`src/rtl/stack_seq_pkg.sv`:
```
// Shared opcodes, error codes, FSM encoding and depth limit for the stack command sequencer.
package stack_seq_pkg;

  localparam logic [2:0] OP_PUSH = 3'd0;
  localparam logic [2:0] OP_POP  = 3'd1;
  localparam logic [2:0] OP_ADD  = 3'd2;
  localparam logic [2:0] OP_SUB  = 3'd3;
  localparam logic [2:0] OP_AND  = 3'd4;
  localparam logic [2:0] OP_NOT  = 3'd5;
  localparam logic [2:0] OP_DUP  = 3'd6;
  localparam logic [2:0] OP_SWAP = 3'd7;

  localparam logic [1:0] ERR_NONE  = 2'b00;
  localparam logic [1:0] ERR_UNDER = 2'b01;
  localparam logic [1:0] ERR_OVER  = 2'b10;

  // The stack pointer is 5 bits, so 31 entries is the most it can hold without wrapping.
  localparam int DEPTH_MAX_DEFAULT = 31;

  typedef enum logic [2:0] {
    IDLE,
    POP_A,
    POP_B,
    PUSH_R,
    PUSH_2,
    DONE,
    ERR
  } state_t;

  // Number of entries an opcode consumes before it can push anything back.
  function automatic logic [5:0] need_of(input logic [2:0] op);
    logic [5:0] n;
    case (op)
      OP_PUSH:                n = 6'd0;
      OP_POP, OP_NOT, OP_DUP: n = 6'd1;
      default:                n = 6'd2;
    endcase
    return n;
  endfunction

endpackage

```
`src/rtl/stack_seq_alu.sv`:
```
// Combinational ALU step: a is the old top of stack, b the entry beneath it.
module stack_seq_alu
  import stack_seq_pkg::*;
(
  input  logic [2:0] op,
  input  logic [7:0] a,
  input  logic [7:0] b,
  output logic [7:0] result
);

  always_comb begin
    result = 8'h00;
    case (op)
      OP_ADD:  result = b + a;
      OP_SUB:  result = b - a;
      OP_AND:  result = b & a;
      OP_NOT:  result = ~a;
      default: result = 8'h00;
    endcase
  end

endmodule

```
`src/rtl/stack_seq_ctrl.sv`:
```
// Stack command sequencer: turns one accepted command into Push/Pop strobes,
// runs the ALU step and guards the depth against underflow and overflow.
module stack_seq_ctrl
  import stack_seq_pkg::*;
#(
  parameter int DEPTH_MAX = DEPTH_MAX_DEFAULT
) (
  input  logic       clk,
  input  logic       rst,
  input  logic       cmd_valid,
  output logic       cmd_ready,
  input  logic [2:0] cmd_op,
  input  logic [7:0] cmd_data,
  output logic       stk_push,
  output logic       stk_pop,
  output logic [7:0] stk_din,
  input  logic [7:0] stk_top,
  output logic       rsp_valid,
  output logic [7:0] rsp_data,
  output logic       err_valid,
  output logic [1:0] err_code,
  output logic [5:0] depth,
  output logic       busy
);

  localparam logic [5:0] DEPTH_LIMIT = 6'(DEPTH_MAX);

  state_t     state;
  logic [2:0] op_q;
  logic [7:0] a_q;
  logic [7:0] b_q;
  logic [7:0] alu_a;
  logic [7:0] alu_y;
  logic       accept;
  logic       under;
  logic       over;

  assign accept = cmd_valid && cmd_ready;
  assign under  = depth < need_of(cmd_op);
  assign over   = ((cmd_op == OP_PUSH) || (cmd_op == OP_DUP)) && (depth >= DEPTH_LIMIT);

  // NOT pushes straight out of POP_A, before a_q has captured the popped value.
  assign alu_a = (state == POP_A) ? stk_top : a_q;

  stack_seq_alu u_alu (
    .op     (op_q),
    .a      (alu_a),
    .b      (stk_top),
    .result (alu_y)
  );

  // Outputs are registered for the state being entered, so they always match the current state.
  always_ff @(posedge clk or posedge rst) begin
    if (rst) begin
      state     <= IDLE;
      op_q      <= OP_PUSH;
      a_q       <= 8'h00;
      b_q       <= 8'h00;
      depth     <= 6'd0;
      cmd_ready <= 1'b1;
      busy      <= 1'b0;
      stk_push  <= 1'b0;
      stk_pop   <= 1'b0;
      stk_din   <= 8'h00;
      rsp_valid <= 1'b0;
      rsp_data  <= 8'h00;
      err_valid <= 1'b0;
      err_code  <= ERR_NONE;
    end else begin
      stk_push  <= 1'b0;
      stk_pop   <= 1'b0;
      stk_din   <= 8'h00;
      rsp_valid <= 1'b0;
      rsp_data  <= 8'h00;
      err_valid <= 1'b0;
      err_code  <= ERR_NONE;

      if (stk_pop)
        depth <= depth - 6'd1;
      else if (stk_push)
        depth <= depth + 6'd1;

      case (state)
        IDLE: begin
          if (accept) begin
            op_q      <= cmd_op;
            a_q       <= stk_top;
            cmd_ready <= 1'b0;
            busy      <= 1'b1;
            if (under) begin
              state     <= ERR;
              err_valid <= 1'b1;
              err_code  <= ERR_UNDER;
            end else if (over) begin
              state     <= ERR;
              err_valid <= 1'b1;
              err_code  <= ERR_OVER;
            end else if (cmd_op == OP_PUSH) begin
              state    <= PUSH_R;
              stk_push <= 1'b1;
              stk_din  <= cmd_data;
            end else if (cmd_op == OP_DUP) begin
              state    <= PUSH_R;
              stk_push <= 1'b1;
              stk_din  <= stk_top;
            end else begin
              state   <= POP_A;
              stk_pop <= 1'b1;
            end
          end
        end
        POP_A: begin
          a_q <= stk_top;
          if (op_q == OP_POP) begin
            state     <= DONE;
            rsp_valid <= 1'b1;
            rsp_data  <= stk_top;
          end else if (op_q == OP_NOT) begin
            state    <= PUSH_R;
            stk_push <= 1'b1;
            stk_din  <= alu_y;
          end else begin
            state   <= POP_B;
            stk_pop <= 1'b1;
          end
        end
        POP_B: begin
          b_q      <= stk_top;
          state    <= PUSH_R;
          stk_push <= 1'b1;
          stk_din  <= (op_q == OP_SWAP) ? a_q : alu_y;
        end
        PUSH_R: begin
          if (op_q == OP_SWAP) begin
            state    <= PUSH_2;
            stk_push <= 1'b1;
            stk_din  <= b_q;
          end else begin
            state     <= DONE;
            rsp_valid <= 1'b1;
            rsp_data  <= stk_din;
          end
        end
        PUSH_2: begin
          state     <= DONE;
          rsp_valid <= 1'b1;
          rsp_data  <= stk_din;
        end
        default: begin
          state     <= IDLE;
          cmd_ready <= 1'b1;
          busy      <= 1'b0;
        end
      endcase
    end
  end

endmodule

```
`config.mk`:
```
export PLATFORM = sky130hd
export DESIGN_NAME = stack_seq_ctrl
export DESIGN_NICKNAME = d
export VERILOG_FILES = /design/src/rtl/stack_seq_pkg.sv /design/src/rtl/stack_seq_alu.sv /design/src/rtl/stack_seq_ctrl.sv
export SDC_FILE = /design/constraint.sdc
export NUM_CORES = 1
export LEC_CHECK = 0
export BUFFER_PORTS_ARGS = -buffer_cell sky130_fd_sc_hd__buf_2
export CAP_MARGIN = 15
export CORE_ASPECT_RATIO = 0.7
export CORE_MARGIN = 2
export CORE_UTILIZATION = 61
export DETAILED_ROUTE_END_ITERATION = 16
export PLACE_DENSITY = 0.85
export SLEW_MARGIN = 25
export SYNTH_ARGS = -nofsm -noshare
export SYNTH_HDL_FRONTEND = slang
export SYNTH_SLANG_ARGS = --single-unit
```
`constraint.sdc`:
```
create_clock -name clk -period 8.8 [get_ports clk]
set_clock_uncertainty 0.05 [all_clocks]
set_input_delay 0.44 -clock clk [delete_from_list [all_inputs] [get_ports clk]]
set_output_delay 0.44 -clock clk [all_outputs]
set_load 0.01 [all_outputs]
```
* Word-level counts from Yosys, hierarchy flattened *
Cells that the tools add are included.

word-level totals
  bits of input ports = 22
  word-level logic and storage cells = 110
  register bits = 52
  output and inout port bits = 30

operators by class
  muxes and demuxes = 61
  order comparisons = 2
  equality and inequality tests = 14
  add/sub/neg operators = 4
  bitwise gates (word level) = 3
  reduce and logical (&&, ||, !) cells = 12

operators by type and width
  kind                   count
  $mux W8                13
  $pmux W8 S4            2
  $mux W1                25
  $pmux W8 S3            1
  $eq A3 B3 Y1 const B   6
  $pmux W8 S2            1
  $pmux W3 S5            1
  $eq A3 B2 Y1 const B   4
  $mux W2                6
  $mux W3                4
  $mux W6                2
  $eq A3 B1 Y1 const B   3
  $add A8 B8 Y8          1
  $and A8 B8 Y8          1
  $not A8 Y8             1
  $sub A8 B8 Y8          1
  $add A6 B1 Y6 const B  1
  $ge A6 B5 Y1 const B   1
  $logic_not A3 Y1       2
  $lt A6 B6 Y1           1
  $pmux W1 S2            3
  $reduce_and A2 Y1      3
  $sub A6 B1 Y6 const B  1
  $pmux W1 S4            1
  other kinds (9)        11

* Depth between registers and ports, before layout *
  depth in word-level cells = 7
  gate-level depth with buffers = 16
  gate-level depth less buffers = 13

* By module *
Synthesis repeated with hierarchy kept, for this count alone.

unflattened totals
  cells, all modules = 346
  area total of the unflattened synthesis = 3435.8 um^2

modules (own cells, without submodules)
  module          instances  sequential area each (um^2)  cells each  area each (um^2)
  stack_seq_ctrl  1          1302.5                       259         2791.4
  stack_seq_alu   1          0.0                          87          644.4

* Least setup slack after synthesis *
No wires, ideal clock.

  path kind = register to register
  start = register state[2]
  end = register stk_din[3]
  data arrival time = 2.990 ns
  cell stages (with the launch flop) = 16
  clock period less this slack = 3.166 ns
  setup slack = 5.634 ns
  path through = dfrtp_1 > buf_6 > or3b_1 > buf_6 > clkbuf_1 > a21oi_1 > nor2_1 > xnor2_1 > inv_1 > ha_1 > a21o_1 > a21oi_1 > xnor2_1 > a22oi_1 > o22ai_1 > a221o_1

between the ends
  cells in the longest elaborated chain, start to end = 7

ends and longest elaborated chain
  item                                   line                                        text
  from (decl)                            stack_seq_ctrl.sv:28                        state_t state;
  from (signal assigned)                 stack_seq_ctrl.sv:55                        state <= IDLE;
  from (signal assigned)                 stack_seq_ctrl.sv:91                        state <= ERR;
  from (signal assigned)                 stack_seq_ctrl.sv:95                        state <= ERR;
  $eq A3 B1 Y1                           stack_seq_ctrl.sv:43, stack_seq_ctrl.sv:83
  $mux W8                                stack_seq_ctrl.sv:43                        assign alu_a = (state == POP_A) ? stk_top : a_q;
  $sub A8 B8 Y8 (tied with other cells)  stack_seq_alu.sv:15                         OP_SUB: result = b - a;
  $pmux W8 S4                            stack_seq_alu.sv:13                         case (op)
  $mux W8                                stack_seq_ctrl.sv:118                       end else if (op_q == OP_NOT) begin
  $mux W8                                stack_seq_ctrl.sv:114                       if (op_q == OP_POP) begin
  $pmux W8 S4 (*)                        stack_seq_ctrl.sv:83                        case (state)
  to (signal assigned)                   stack_seq_ctrl.sv:101                       stk_din <= cmd_data;
  to (signal assigned)                   stack_seq_ctrl.sv:121                       stk_din <= alu_y;
  to (signal assigned)                   stack_seq_ctrl.sv:131                       stk_din <= (op_q == OP_SWAP) ? a_q : alu_y;
  to (decl)                              stack_seq_ctrl.sv:16                        output logic [7:0] stk_din,

Every way passes the cells marked *; elsewhere a longest branch is shown, timed or not.
A chain may end at the register's enable or synchronous reset.

* Worst setup path in the final report *
Ends and elaborated chain as after synthesis.

==> impl_metrics.env <==
export IMPL_antennaDiodeCount=0
export IMPL_die_w_um=91.8
export IMPL_detailed_routing_iteration_count_for_the_pre_antenna_repair_pass=5
export IMPL_dominantRegCellSynth="dfrtp_1"
export IMPL_power_ir_vdd_worst_mv=0.197
export IMPL_yosysUniqueCellTypes=58
export IMPL_maxCapViolations=0
export IMPL_ff2ff_path_depth=12
export IMPL_grt_use_total_pct=27.7
export IMPL_grt_overflow=0
export IMPL_synth_area_per_cell_um2=9.78
export IMPL_detail_route_iter0_violations=339
export IMPL_finalPower_mw=1.36
export IMPL_synth_area_um2=3290
export IMPL_clock_insertion_delay_worst_skew_ns=0.32
export IMPL_crit_path_top_delay_cell="or3b_1"
export IMPL_clk_tree_root_cell="clkbuf_8"
export IMPL_area_growth_synth_to_final_pct=11.6
export IMPL_register_bit_count_reported_by_yosys=52
export IMPL_cp_cell_sequence="or3b_1, a21oi_1, nor2_1, xnor2_1, inv_1, ha_1, a21o_1, a21oi_1, xnor2_1, a22oi_1, o22ai_1, a221o_1"
export IMPL_worst_slew_margin_relative_to_its_limit_pct=40.8
export IMPL_critPathTopFamily="compound AO/OA/AOI/OAI gates"
export IMPL_worstPathArrival_ns=3.67
export IMPL_post_route_min_period_ns=3.51
export IMPL_grt_setup_unrepaired="false"
export IMPL_mappedNetlistNets=374
export IMPL_most_frequent_cells_in_the_layout="51 x dfrtp_1, 51 x buf_2, 27 x o21ai_0"
export IMPL_pre_cts_ws_ns=5.35
export IMPL_yosys_top_cells_area="dfrtp_1 39%, mux2_2 6.5%, ha_1 4.9%, o21ai_0 4.1%, a22oi_1 3.0%"
export IMPL_internal_power_mw=0.749
export IMPL_synth_edf_count=0
export IMPL_drc=0
export IMPL_h_tree_depth=2
export IMPL_timing_critical_path_to_type="flop"
export IMPL_grt_pass1_vias=2555
export IMPL_vias=2827
export IMPL_cts_num_sinks=52
export IMPL_setup_viol=0
export IMPL_hpwl_um=5800
export IMPL_grt_antenna_before_repair=0
export IMPL_logic_pwr_share_pct=57.1
export IMPL_detail_route_wirelength_um=7970
export IMPL_critPathBufInv=1
export IMPL_run_status="finished clean"
export IMPL_max_freq_mhz=285
export IMPL_async_flop_share_pct=100
export IMPL_floorplan_io_pins=52
export IMPL_final_sum_of_negative_setup_slack_ns=0
export IMPL_antenna_violating_nets_post_route=0
export IMPL_switch_share_pct=45.1
export IMPL_drive_gt1_share_pct=24.1
export IMPL_grt_first_pass_wirelength_um=12900
export IMPL_path_max_fanout=16
export IMPL_finalNetCount=418
export IMPL_post_synthesis_cell_count=337
export IMPL_grt_start_max_net_pins=53
export IMPL_initial_utilization_pct=63.0
export IMPL_crit_cells=12
export IMPL_worst_slew_pin_slew_ns=0.880
export IMPL_timing_hold_violations_final=0
export IMPL_power_share_sequential_pct=32.1
export IMPL_core_area_um2=5230
export IMPL_worst_setup_hold_path_clk_slew_ns=0.10
export IMPL_crit_required_ns=8.96
export IMPL_power_leakage_nw=1.74
export IMPL_routedWlPerCell_um=17.6
export IMPL_yosys_area_top_type="dfrtp_1"
export IMPL_netlist_area_leader_share_pct=38.7
export IMPL_synthesis_yosys_warnings=0
export IMPL_timing_final_crit_share_pct=39.9
export IMPL_numPortBuffers=51
export IMPL_clock_tree_from_tritoncts="done"
export IMPL_rows=22
export IMPL_floorplan_die_height_um=65.5
export IMPL_pwr_density_cell_nw_per_um2=371
export IMPL_place_gp_congestion=0.960
export IMPL_power_share_clock_pct=10.8
export IMPL_buffer_depth_of_the_longest_clock_path=2
export IMPL_p_sw_mw=0.615
export IMPL_routed_via_density=6.23
export IMPL_hold_path_class="in -> async"
export IMPL_die_area_um2=6010
export IMPL_critPathKind="reg -> reg"
export IMPL_post_route_worst_setup_slack_ns=5.29
export IMPL_cts_made_buffers=5
export IMPL_worstSetupStartpointType="flop"
export IMPL_cts_repair_resize_count=0
export IMPL_synth_seq_area_share_pct=39.5
export IMPL_hold_buffers=0
export IMPL_cpPeakStageDelay_ns=0.69
export IMPL_pins_over_their_slew_limit=0
export IMPL_post_cts_buffers=0
synth_stat cells (2+ instances only):
master	n
a221o_1	2
nand4_1	3
a21o_1	6
fa_1	2
o21ai_0	27
a21oi_1	16
mux2_2	19
clkbuf_1	12
nor3_1	6
xnor2_1	10
nand2b_1	5
and2_1	4
nor3b_1	2
o22a_1	2
dfrtp_1	51
o21bai_1	3
or3_1	2
a31oi_1	4
inv_1	13
ha_1	13
nor2_1	20
nor2b_1	11
a22o_1	9
o22ai_1	4
a311oi_1	2
mux2i_1	5
a22oi_1	13
buf_6	2
and3_1	2
nand2_1	25
o221ai_1	3
buf_2	2
xor2_1	8
or2_2	2
and3b_1	2
a222oi_1	3
worst paths after layout:
path | slack, ns | start | to
worst min-delay path | 0.14 | rst | rsp_data[2]$_DFF_PP0_
worst min register to register | 0.45 | stk_din[6]$_DFF_PP0_ | rsp_data[6]$_DFF_PP0_
worst max register to register | 5.29 | state[2]$_DFFE_PP0P_ | stk_din[3]$_DFF_PP0_
worst max-delay path | 5.29 | state[2]$_DFFE_PP0P_ | stk_din[3]$_DFF_PP0_
min in group clk | 0.37 | cmd_op[2] | op_q[2]$_DFFE_PP0P_
max in group asynchronous | 8.14 | rst | b_q[4]$_DFFE_PP0P_
metrics by stage:
stage          hold slack [ns]  instance area [µm²]  utilization, %  instances
2_1_floorplan            0.426                 3290               -        337
3_3_place_gp             0.423                 3580            68.4        446
3_5_place_dp             0.430                 3580            68.4        446
4_1_cts                  0.180                 3680            70.3        454
5_1_grt                  0.213                 3680            70.3        454
6_report                 0.143                 3680            70.3        454
power by group through the flow:
stage	Combinational (mW)	Clock, mW	Sequential (mW)
6_report	0.779	0.147	0.438
5_1_grt	0.859	0.158	0.452
4_1_cts	0.770	0.147	0.432
3_5_place_dp	0.765	0	0.436
3_3_place_gp	0.742	0	0.433
2_1_floorplan	0.624	0	0.403
cells by family after synthesis:
family	share of synthesized area [%]
flops	39.5
compound gates	21.6
mux	8.70
fa+ha+maj	6.15
xor+xnor	4.79
simple gates	15.3
buf+inv	3.84
layer usage:
metal  track usage, %  wire (µm)
met5                0          0
met2             40.3       3470
met1             41.5       3690
met4             8.02        104
met3             6.08        706
sequential cells by signal (all words and copies together) (netlist names):
signal,flops
depth,6
a_q,8
cmd_ready,1
op_q,3
stk_pop,1
stk_push,1
busy,1
rsp_valid,1
err_code,2
state,3
err_valid,1
rsp_data,8
b_q,8
stk_din,8
layout make-up:
class                      count  area [µm²]
clock inverter                 2        13.8
multi-input combinational    256        1870
clock buffer                   6        82.6
timing repair buffer          53         270
fill                         436        1550
tap                           72        90.1
sequential                    52        1300
inverter                      13        51.3
No activity file was read; power rests on OpenSTA's default activity.
